===== src/rtl/encode_pkg.sv =====
// Shared types and constants for the RV32 instruction encoder.
package encode_pkg;

  typedef enum logic [2:0] {
    FMT_R  = 3'd0,
    FMT_I  = 3'd1,
    FMT_S  = 3'd2,
    FMT_B  = 3'd3,
    FMT_U  = 3'd4,
    FMT_J  = 3'd5,
    FMT_LI = 3'd6
  } fmt_t;

  typedef enum logic {
    IDLE  = 1'b0,
    LI_LO = 1'b1
  } state_t;

  localparam logic [6:0] OP_LUI    = 7'b0110111;
  localparam logic [6:0] OP_AUIPC  = 7'b0010111;
  localparam logic [6:0] OP_JAL    = 7'b1101111;
  localparam logic [6:0] OP_JALR   = 7'b1100111;
  localparam logic [6:0] OP_BRANCH = 7'b1100011;
  localparam logic [6:0] OP_LOAD   = 7'b0000011;
  localparam logic [6:0] OP_STORE  = 7'b0100011;
  localparam logic [6:0] OP_CALCI  = 7'b0010011;
  localparam logic [6:0] OP_CALC   = 7'b0110011;

  localparam logic [31:0] NOP = 32'h0000_0013;

  // True when bits [31:w-1] are all equal, i.e. v is a sign-extended w-bit value.
  function automatic logic fits_signed(input logic [31:0] v, input int w);
    logic [31:0] mask;
    mask = 32'hFFFF_FFFF << (w - 1);
    return ((v & mask) == mask) || ((v & mask) == 32'd0);
  endfunction

endpackage


===== src/rtl/instr_encoder_imm_pack.sv =====
// imm_pack: combinational field/immediate packer for the R/I/S/B/U/J formats.
// With RANGE_CHECK_EN defined, unrepresentable immediates yield NOP_WORD and range_err.
module imm_pack
  import encode_pkg::*;
#(
  parameter logic [31:0] NOP_WORD = NOP
) (
  input  fmt_t        fmt,
  input  logic [6:0]  opcode,
  input  logic [4:0]  rd,
  input  logic [4:0]  rs1,
  input  logic [4:0]  rs2,
  input  logic [2:0]  funct3,
  input  logic [6:0]  funct7,
  input  logic [31:0] imm,
  output logic [31:0] word,
  output logic        range_err
);

  logic [31:0] raw;

  always_comb begin
    raw = NOP_WORD;
    case (fmt)
      FMT_R:   raw = {funct7, rs2, rs1, funct3, rd, opcode};
      FMT_I:   raw = {imm[11:0], rs1, funct3, rd, opcode};
      FMT_S:   raw = {imm[11:5], rs2, rs1, funct3, imm[4:0], opcode};
      FMT_B:   raw = {imm[12], imm[10:5], rs2, rs1, funct3, imm[4:1], imm[11], opcode};
      FMT_U:   raw = {imm[31:12], rd, opcode};
      FMT_J:   raw = {imm[20], imm[10:1], imm[11], imm[19:12], rd, opcode};
      default: raw = NOP_WORD;
    endcase
  end

`ifdef RANGE_CHECK_EN
  logic bad;

  always_comb begin
    bad = 1'b0;
    case (fmt)
      FMT_I, FMT_S: bad = ~fits_signed(imm, 12);
      FMT_B:        bad = ~fits_signed(imm, 13) | imm[0];
      FMT_J:        bad = ~fits_signed(imm, 21) | imm[0];
      FMT_U:        bad = |imm[11:0];
      default:      bad = 1'b0;
    endcase
  end

  assign word      = bad ? NOP_WORD : raw;
  assign range_err = bad;
`else
  // Bit 0 of B/J offsets is implied; without checking it is simply dropped.
  logic unused_imm_lsb;
  assign unused_imm_lsb = imm[0];
  assign word           = raw;
  assign range_err      = 1'b0;
`endif

endmodule


===== src/rtl/instr_encoder.sv =====
// instr_encoder: streaming RV32 encoder, valid/ready on both sides, LI expands to LUI+ADDI.
// Build option RANGE_CHECK_EN enables immediate range checking in imm_pack.
module instr_encoder
  import encode_pkg::*;
#(
  parameter logic [31:0] NOP_WORD = NOP,
  parameter bit          LI_OPT   = 1'b1
) (
  input  logic        clk,
  input  logic        rstn,
  input  logic        in_valid,
  output logic        in_ready,
  input  fmt_t        in_fmt,
  input  logic [6:0]  in_opcode,
  input  logic [4:0]  in_rd,
  input  logic [4:0]  in_rs1,
  input  logic [4:0]  in_rs2,
  input  logic [2:0]  in_funct3,
  input  logic [6:0]  in_funct7,
  input  logic [31:0] in_imm,
  output logic        out_valid,
  input  logic        out_ready,
  output logic [31:0] out_instr,
  output logic        out_last,
  output logic        out_err
);
  // state | meaning
  // IDLE  | accepting requests; output register may hold a final beat
  // LI_LO | LUI beat on output, ADDI beat parked in lo_word

  state_t      state, state_nxt;
  logic        valid_nxt, last_nxt, err_nxt;
  logic [31:0] instr_nxt, lo_word, lo_word_nxt;
  logic [31:0] pack_word;
  logic        pack_err;
  logic        accept;
  logic [19:0] li_hi;
  logic [11:0] li_lo;
  logic [31:0] lui_word, addi_rd_word, addi_x0_word;

  imm_pack #(.NOP_WORD(NOP_WORD)) u_imm_pack (
    .fmt      (in_fmt),
    .opcode   (in_opcode),
    .rd       (in_rd),
    .rs1      (in_rs1),
    .rs2      (in_rs2),
    .funct3   (in_funct3),
    .funct7   (in_funct7),
    .imm      (in_imm),
    .word     (pack_word),
    .range_err(pack_err)
  );

  // Rounding the upper part by imm[11] compensates for ADDI sign-extending lo.
  assign li_hi        = in_imm[31:12] + {19'd0, in_imm[11]};
  assign li_lo        = in_imm[11:0];
  assign lui_word     = {li_hi, in_rd, OP_LUI};
  assign addi_rd_word = {li_lo, in_rd, 3'b000, in_rd, OP_CALCI};
  assign addi_x0_word = {li_lo, 5'd0, 3'b000, in_rd, OP_CALCI};

  assign in_ready = (state == IDLE) & (~out_valid | out_ready);
  assign accept   = in_valid & in_ready;

  always_comb begin
    state_nxt   = state;
    valid_nxt   = out_valid;
    instr_nxt   = out_instr;
    last_nxt    = out_last;
    err_nxt     = out_err;
    lo_word_nxt = lo_word;
    case (state)
      IDLE: begin
        if (accept) begin
          valid_nxt = 1'b1;
          if (in_fmt == FMT_LI) begin
            err_nxt = 1'b0;
            if (LI_OPT && (li_hi == 20'd0)) begin
              instr_nxt = addi_x0_word;
              last_nxt  = 1'b1;
            end else if (LI_OPT && (li_lo == 12'd0)) begin
              instr_nxt = lui_word;
              last_nxt  = 1'b1;
            end else begin
              instr_nxt   = lui_word;
              last_nxt    = 1'b0;
              lo_word_nxt = addi_rd_word;
              state_nxt   = LI_LO;
            end
          end else begin
            instr_nxt = pack_word;
            last_nxt  = 1'b1;
            err_nxt   = pack_err;
          end
        end else if (out_ready) begin
          valid_nxt = 1'b0;
        end
      end
      LI_LO: begin
        if (out_ready) begin
          instr_nxt = lo_word;
          last_nxt  = 1'b1;
          err_nxt   = 1'b0;
          state_nxt = IDLE;
        end
      end
      default: state_nxt = IDLE;
    endcase
  end

  always_ff @(posedge clk or negedge rstn) begin
    if (!rstn) begin
      state     <= IDLE;
      out_valid <= 1'b0;
      out_instr <= 32'd0;
      out_last  <= 1'b0;
      out_err   <= 1'b0;
      lo_word   <= 32'd0;
    end else begin
      state     <= state_nxt;
      out_valid <= valid_nxt;
      out_instr <= instr_nxt;
      out_last  <= last_nxt;
      out_err   <= err_nxt;
      lo_word   <= lo_word_nxt;
    end
  end

endmodule


===== config.mk =====
export PLATFORM = sky130hd
export DESIGN_NAME = instr_encoder
export DESIGN_NICKNAME = d
export VERILOG_FILES = /design/src/rtl/encode_pkg.sv /design/src/rtl/instr_encoder_imm_pack.sv /design/src/rtl/instr_encoder.sv
export SDC_FILE = /design/constraint.sdc
export NUM_CORES = 1
export LEC_CHECK = 0
export BUFFER_PORTS_ARGS = -buffer_cell sky130_fd_sc_hd__buf_2
export CORE_MARGIN = 5
export CORE_UTILIZATION = 40
export DETAILED_ROUTE_END_ITERATION = 8
export SYNTH_ARGS = -nofsm -noshare
export SYNTH_HDL_FRONTEND = slang
export SYNTH_SLANG_ARGS = --single-unit

===== constraint.sdc =====
create_clock -name clk -period 2.4 [get_ports clk]
set_input_delay 0.24 -clock clk [delete_from_list [all_inputs] [get_ports clk]]
set_output_delay 0.24 -clock clk [all_outputs]
set_load 0.1 [all_outputs]

== Yosys cells after proc, flatten, opt, wreduce, memory -nomap -nowiden ==
Cells that the tools add are included.
W data, S select, Z words.

* Flip-flop bits (word level): 61
* Latch bits: 0
* Bits in writable memories: 0
* Bits in read-only memories: 0
* Input port bits: 71
* Output and inout port bits: 36
* Logic and storage cells: 51
* Memories: 0

* Add/subtract/negate cells: 1
* Multiply operators: 0
* Divide/modulo/power cells: 0
* Magnitude comparators: 0
* Eq/ne operators: 8
* Shifts and indexed selects: 0
* Mux-type cells: 22
* Bitwise gates (word level): 7
* Reduce and logical (&&, ||, !) cells: 7

{| class="wikitable"
|+ Operators by type and width
! kind !! number
|-
| $pmux W32 S6 || 1
|-
| $mux W32 || 4
|-
| $pmux W32 S2 || 1
|-
| $add A20 B1 Y20 || 1
|-
| $logic_not A20 Y1 || 1
|-
| $mux W1 || 13
|-
| $logic_not A12 Y1 || 1
|-
| $eq A3 B3 Y1 const B || 3
|-
| $eq A3 B2 Y1 const B || 2
|-
| $pmux W1 S2 || 3
|-
| $reduce_and A5 Y1 || 1
|-
| $ne A2 B2 Y1 const B || 2
|-
| $not A1 Y1 || 4
|-
| $reduce_and A2 Y1 || 2
|-
| $eq A3 B1 Y1 const B || 1
|-
| $logic_not A3 Y1 || 1
|-
| $and A1 B1 Y1 || 2
|-
| $reduce_bool A2 Y1 || 1
|-
| $or A1 B1 Y1 || 1
|}

== Logic depth before layout (Yosys ltp) ==
* Word-level depth: 6
* Depth in mapped cells: 12
* Gate-level depth less buffers: 9

== Hierarchy ==
From an unflattened synthesis, not the netlist that was laid out.

* Cell total of the unflattened synthesis: 436
* Area, all modules: 3,794.9 um2

{| class="wikitable"
|+ Modules (own cells, without submodules)
! module !! instances !! cells each !! area an instance (um2) !! seq. area each (um2)
|-
| instr_encoder || 1 || 346 || 3,224.3 || 1,351.3
|-
| imm_pack || 1 || 90 || 570.5 || 0.0
|}

== Worst setup path before layout ==
No wires, ideal clock.

* Kind: flip-flop to flip-flop
* Start: register out_valid
* End: register lo_word[15]
* Setup time: 0.125 ns
* Arrival time: 3.810 ns
* Data required time: 2.275 ns
* Slack: -1.535 ns
* Stages on the path, launching flop included: 9
* Buffers on the path: 2
* Period minus slack after synthesis: 3.935 ns
* Cell sequence: dfrtp_1 a21oi_1 and2_1 clkbuf_1 nand2_1 a31o_2 a21oi_2 buf_6 mux2_4

* Cells in the longest elaborated chain, start to end: 5

{| class="wikitable"
|+ Ends and longest elaborated chain
! element !! RTL line !! source
|-
| from (decl) || instr_encoder.sv:21 || <nowiki>output logic out_valid,</nowiki>
|-
| from (signal assigned) || instr_encoder.sv:120 || <nowiki>out_valid <= valid_nxt;</nowiki>
|-
| $not A1 Y1 || instr_encoder.sv:61 || <nowiki>assign in_ready = (state == IDLE) & (~out_valid | out_ready);</nowiki>
|-
| $or A1 B1 Y1 || instr_encoder.sv:61 ||
|-
| $and A1 B1 Y1 || instr_encoder.sv:61 ||
|-
| via in_ready || instr_encoder.sv:12 || <nowiki>output logic in_ready,</nowiki>
|-
| $and A1 B1 Y1 || instr_encoder.sv:62 || <nowiki>assign accept = in_valid & in_ready;</nowiki>
|-
| $reduce_and A5 Y1 (no line) || - ||
|-
| to (signal assigned) || instr_encoder.sv:124 || <nowiki>lo_word <= lo_word_nxt;</nowiki>
|-
| to (decl) || instr_encoder.sv:33 || <nowiki>logic [31:0] instr_nxt, lo_word, lo_word_nxt;</nowiki>
|}

The timed path passes the listed nets, and every way through them passes these cells.
A chain may end at the register's enable or synchronous reset.

== Worst setup path in the final report ==
* Start: input port in_imm[11]
* End: register out_instr[12]

* Cells in the longest elaborated chain, start to end: 6

{| class="wikitable"
|+ Ends and longest elaborated chain
! element !! RTL line !! source
|-
| from (decl) || instr_encoder.sv:20 || <nowiki>input logic [31:0] in_imm,</nowiki>
|-
| $add A20 B1 Y20 * || instr_encoder.sv:55 || <nowiki>assign li_hi = in_imm[31:12] + {19'd0, in_imm[11]};</nowiki>
|-
| $logic_not A20 Y1 || instr_encoder.sv:77 || <nowiki>if (LI_OPT && (li_hi == 20'd0)) begin</nowiki>
|-
| $mux W32 * || instr_encoder.sv:77 ||
|-
| $mux W32 * || instr_encoder.sv:75 || <nowiki>if (in_fmt == FMT_LI) begin</nowiki>
|-
| $mux W32 * || instr_encoder.sv:73 || <nowiki>if (accept) begin</nowiki>
|-
| $pmux W32 S2 * || instr_encoder.sv:71 || <nowiki>case (state)</nowiki>
|-
| to (signal assigned) || instr_encoder.sv:121 || <nowiki>out_instr <= instr_nxt;</nowiki>
|-
| to (decl) || instr_encoder.sv:23 || <nowiki>output logic [31:0] out_instr,</nowiki>
|}

Mark *: on every way between the ends. The rest lies on a longest branch, timed or not. The select of a mux whose other input is x is not followed.

==> metrics.cfg <==
[synthesis]
synth_async_sr_flop_share_pct = 100
synth_top_area_share_pct = 36.0
yosysMostFrequentCell = dfrtp_1
ys_seq_area_share_pct = 36.0
synth-main-ff-cell = dfrtp_1
synthCells = 412
netlist_area_um2 = 3680
ys_top_cells_by_area = dfrtp_1, mux2_4, o21ai_0, nand2_1, a21oi_1
synth_top_cell_by_area = dfrtp_1
ys_warn_count = 0
synth_nets = 485
syn_area_per_cell_um2 = 8.93
synth_edf_count = 0
synth-seq-cells = 53
synthTopCellsByCount = dfrtp_1, nand2_1, o21ai_0
yosysUniqueCellTypes = 65

[setup_path]
r2r-start = out_valid
end_kind = flop
r2r-end = lo_word[22]
worstPathMaxFanout = 8
r2r_slack_ns = 0.37
cp.arrival_ns = 2.46
criticalPathCategory = in -> reg
reg2regPathDepth = 7
start_kind = input pin
critPathRequiredTime_ns = 2.61

[clock_tree]
cts_tree = yes
postCtsSetupRepairBufs = 0
cts-buffers-inserted = 5
htree_levels = 2
clkSinkCount = 53
cts_buffer_depth = 2
cts_root_buf = clkbuf_8
clkLatencyLatePin_ns = 0.31
clkTransAtPathRegs_ns = 0.10

[global_routing]
grt_pass1_wl_mm = 19.6
grt_max_degree = 54
gr-usage-all-layers_pct = 21.7
grt_pass1_vias = 3781
antenna_found_initial = 0
grt.overflow.total = 0

[sta]
setup_slack_ns = 0.152
slew_headroom_pct = 53.9
period_minus_slack_ns = 2.25
hold_viol = 0
worst_slew_pin_slew_ns = 0.691
maxSlewViolCount = 0
setup_violations = 0
hold_slack_ns = 0.0315
fmax_mhz = 445
fin_crit_sh_pct = 93.7
rsz0062_at_grt = false
finalClockSkew_ns = 0.00925

[routing]
wl_per_cell_um = 18.3
vias = 3672
drt_iter0_drc = 214
drc = 0
wl_mm = 12.1
antenna_left = 0
drt_pre_antenna_iters = 4
vias_per_cell = 5.55

[place]
place_hpwl_mm = 9.60
portBuffers = 105
gp_congestion = 0.884
place_area_um2 = 4750
place_ws_ns = -0.266

[final_layout]
layout.nets = 623
post-route-util_pct = 53.7
syn_to_final_growth_pct = 32.8
design_area_um2 = 4890
drive_gt1_share_pct = 39.2
diodes = 0

[floorplanning]
io_pins = 107
initial_core_util_pct = 40.4
coreArea_um2 = 9110
dieArea_um2 = 11200
die_w_um = 106
rows = 35
die_h_um = 106

[outcome]
status = finished, final reports clean

[flow_run]
maxCapViolations = 0

[power_and_ir_drop]
p_per_area_nw_per_um2 = 743
total_power_mw = 3.63
peakVddDrop_mv = 0.345
cellLeakagePower_nw = 2.20

[worst_hold_path]
hold_path_class = in -> async

-- worst max path at each step --
stage / start / endpoint / slack [ns]
finish: in_imm[11] / out_instr[12] / 0.15
global route: in_imm[11] / out_instr[12] / 0.04
CTS: in_imm[11] / out_instr[30] / 0.06
detailed placement: in_imm[11] / out_instr[30] / -0.27
global placement: in_imm[11] / lo_word[18] / -0.16
floorplan: out_valid / lo_word[15] / -0.27
-- cell families (layout without fill, tap and decap cells) --
logic type | after synthesis | in the layout | synth area share, %
compound gates | 126 | 126 | 23.7
xor+xnor | 17 | 17 | 4.05
mux | 25 | 25 | 9.15
other cells | 1 | 1 | 0.102
simple gates | 143 | 143 | 20.8
buf+inv | 45 | 184 | 5.47
fa+ha+maj | 2 | 2 | 0.680
flops | 53 | 53 | 36.0
-- through the flow --
step	instances	setup TNS [ns]
6_report	662	0
3_3_place_gp	654	-4.72
4_1_cts	662	0
5_1_grt	662	0
2_1_floorplan	412	-4.61
3_5_place_dp	654	-7.30
-- routing by layer --
layer	wire length, µm	part of all wire (%)	global-route usage [%]
met5	0	0	0
met4	296	2.4	6.94
met3	617	5.1	2.61
met2	5870	48	35.4
met1	5330	44	30.0
-- area by class of cell --
class / instances / area, µm²
Fill cell: 892 / 4220
Multi-Input combinational cell: 314 / 2250
Timing Repair Buffer: 163 / 986
Tap cell: 111 / 139
Inverter: 13 / 48.8
Clock inverter: 3 / 65.1
Clock buffer: 5 / 68.8
Sequential cell: 53 / 1330
-- cell usage in the layout, fill, tap and decap left out, types with 4 or more instances in the layout --
master | netlist | final
nand3_1 | 24 | 23
dfrtp_1 | 53 | 52
buf_2 | 10 | 105
nor3_1 | 7 | 6
a21oi_1 | 25 | 24
a32o_1 | 6 | 6
and3_1 | 5 | 5
inv_1 | 11 | 11
nand2_1 | 43 | 42
xor2_1 | 8 | 8
o221ai_1 | 6 | 6
nor2_1 | 21 | 21
xnor2_1 | 9 | 9
nor2b_1 | 4 | 4
a221oi_1 | 10 | 10
o211ai_1 | 5 | 5
clkbuf_8 | 0 | 5
nand4_1 | 4 | 4
o21ai_1 | 5 | 4
o21ai_0 | 36 | 35
mux2i_1 | 7 | 7
or3_1 | 7 | 7
buf_4 | 1 | 56
a31oi_1 | 6 | 6
mux2_4 | 17 | 17
a22oi_1 | 10 | 10
nor4_1 | 7 | 7
-- sequential cells by signal, indices dropped and copies added (netlist names) --
signal     flops
lo_word       18
out_valid      1
out_instr     32
state          1
out_last       1
-- repair_timing --
item                                    4_1_cts  5_1_grt
endpoints found under the setup margin        0       18
resized for setup                             0        2
hold buffers                                  0        0
hold endpoints to repair                      0        0
-- critical path, cell delays in order --
cell,delay (ns)
buf_2,0.12
ha_4,0.17
ha_4,0.17
nand3_2,0.07
or4_4,0.44
a2111oi_4,0.29
nand2_1,0.14
a211oi_4,0.21
buf_4,0.16
nand2_2,0.13
a32o_1,0.30
-- where the power goes --
part,switching (mW),internal (mW)
combinational,1.27,0.433
sequential,0.120,1.09
clock,0.311,0.415
total,1.70,1.93
No activity file was read; power rests on OpenSTA's default activity.
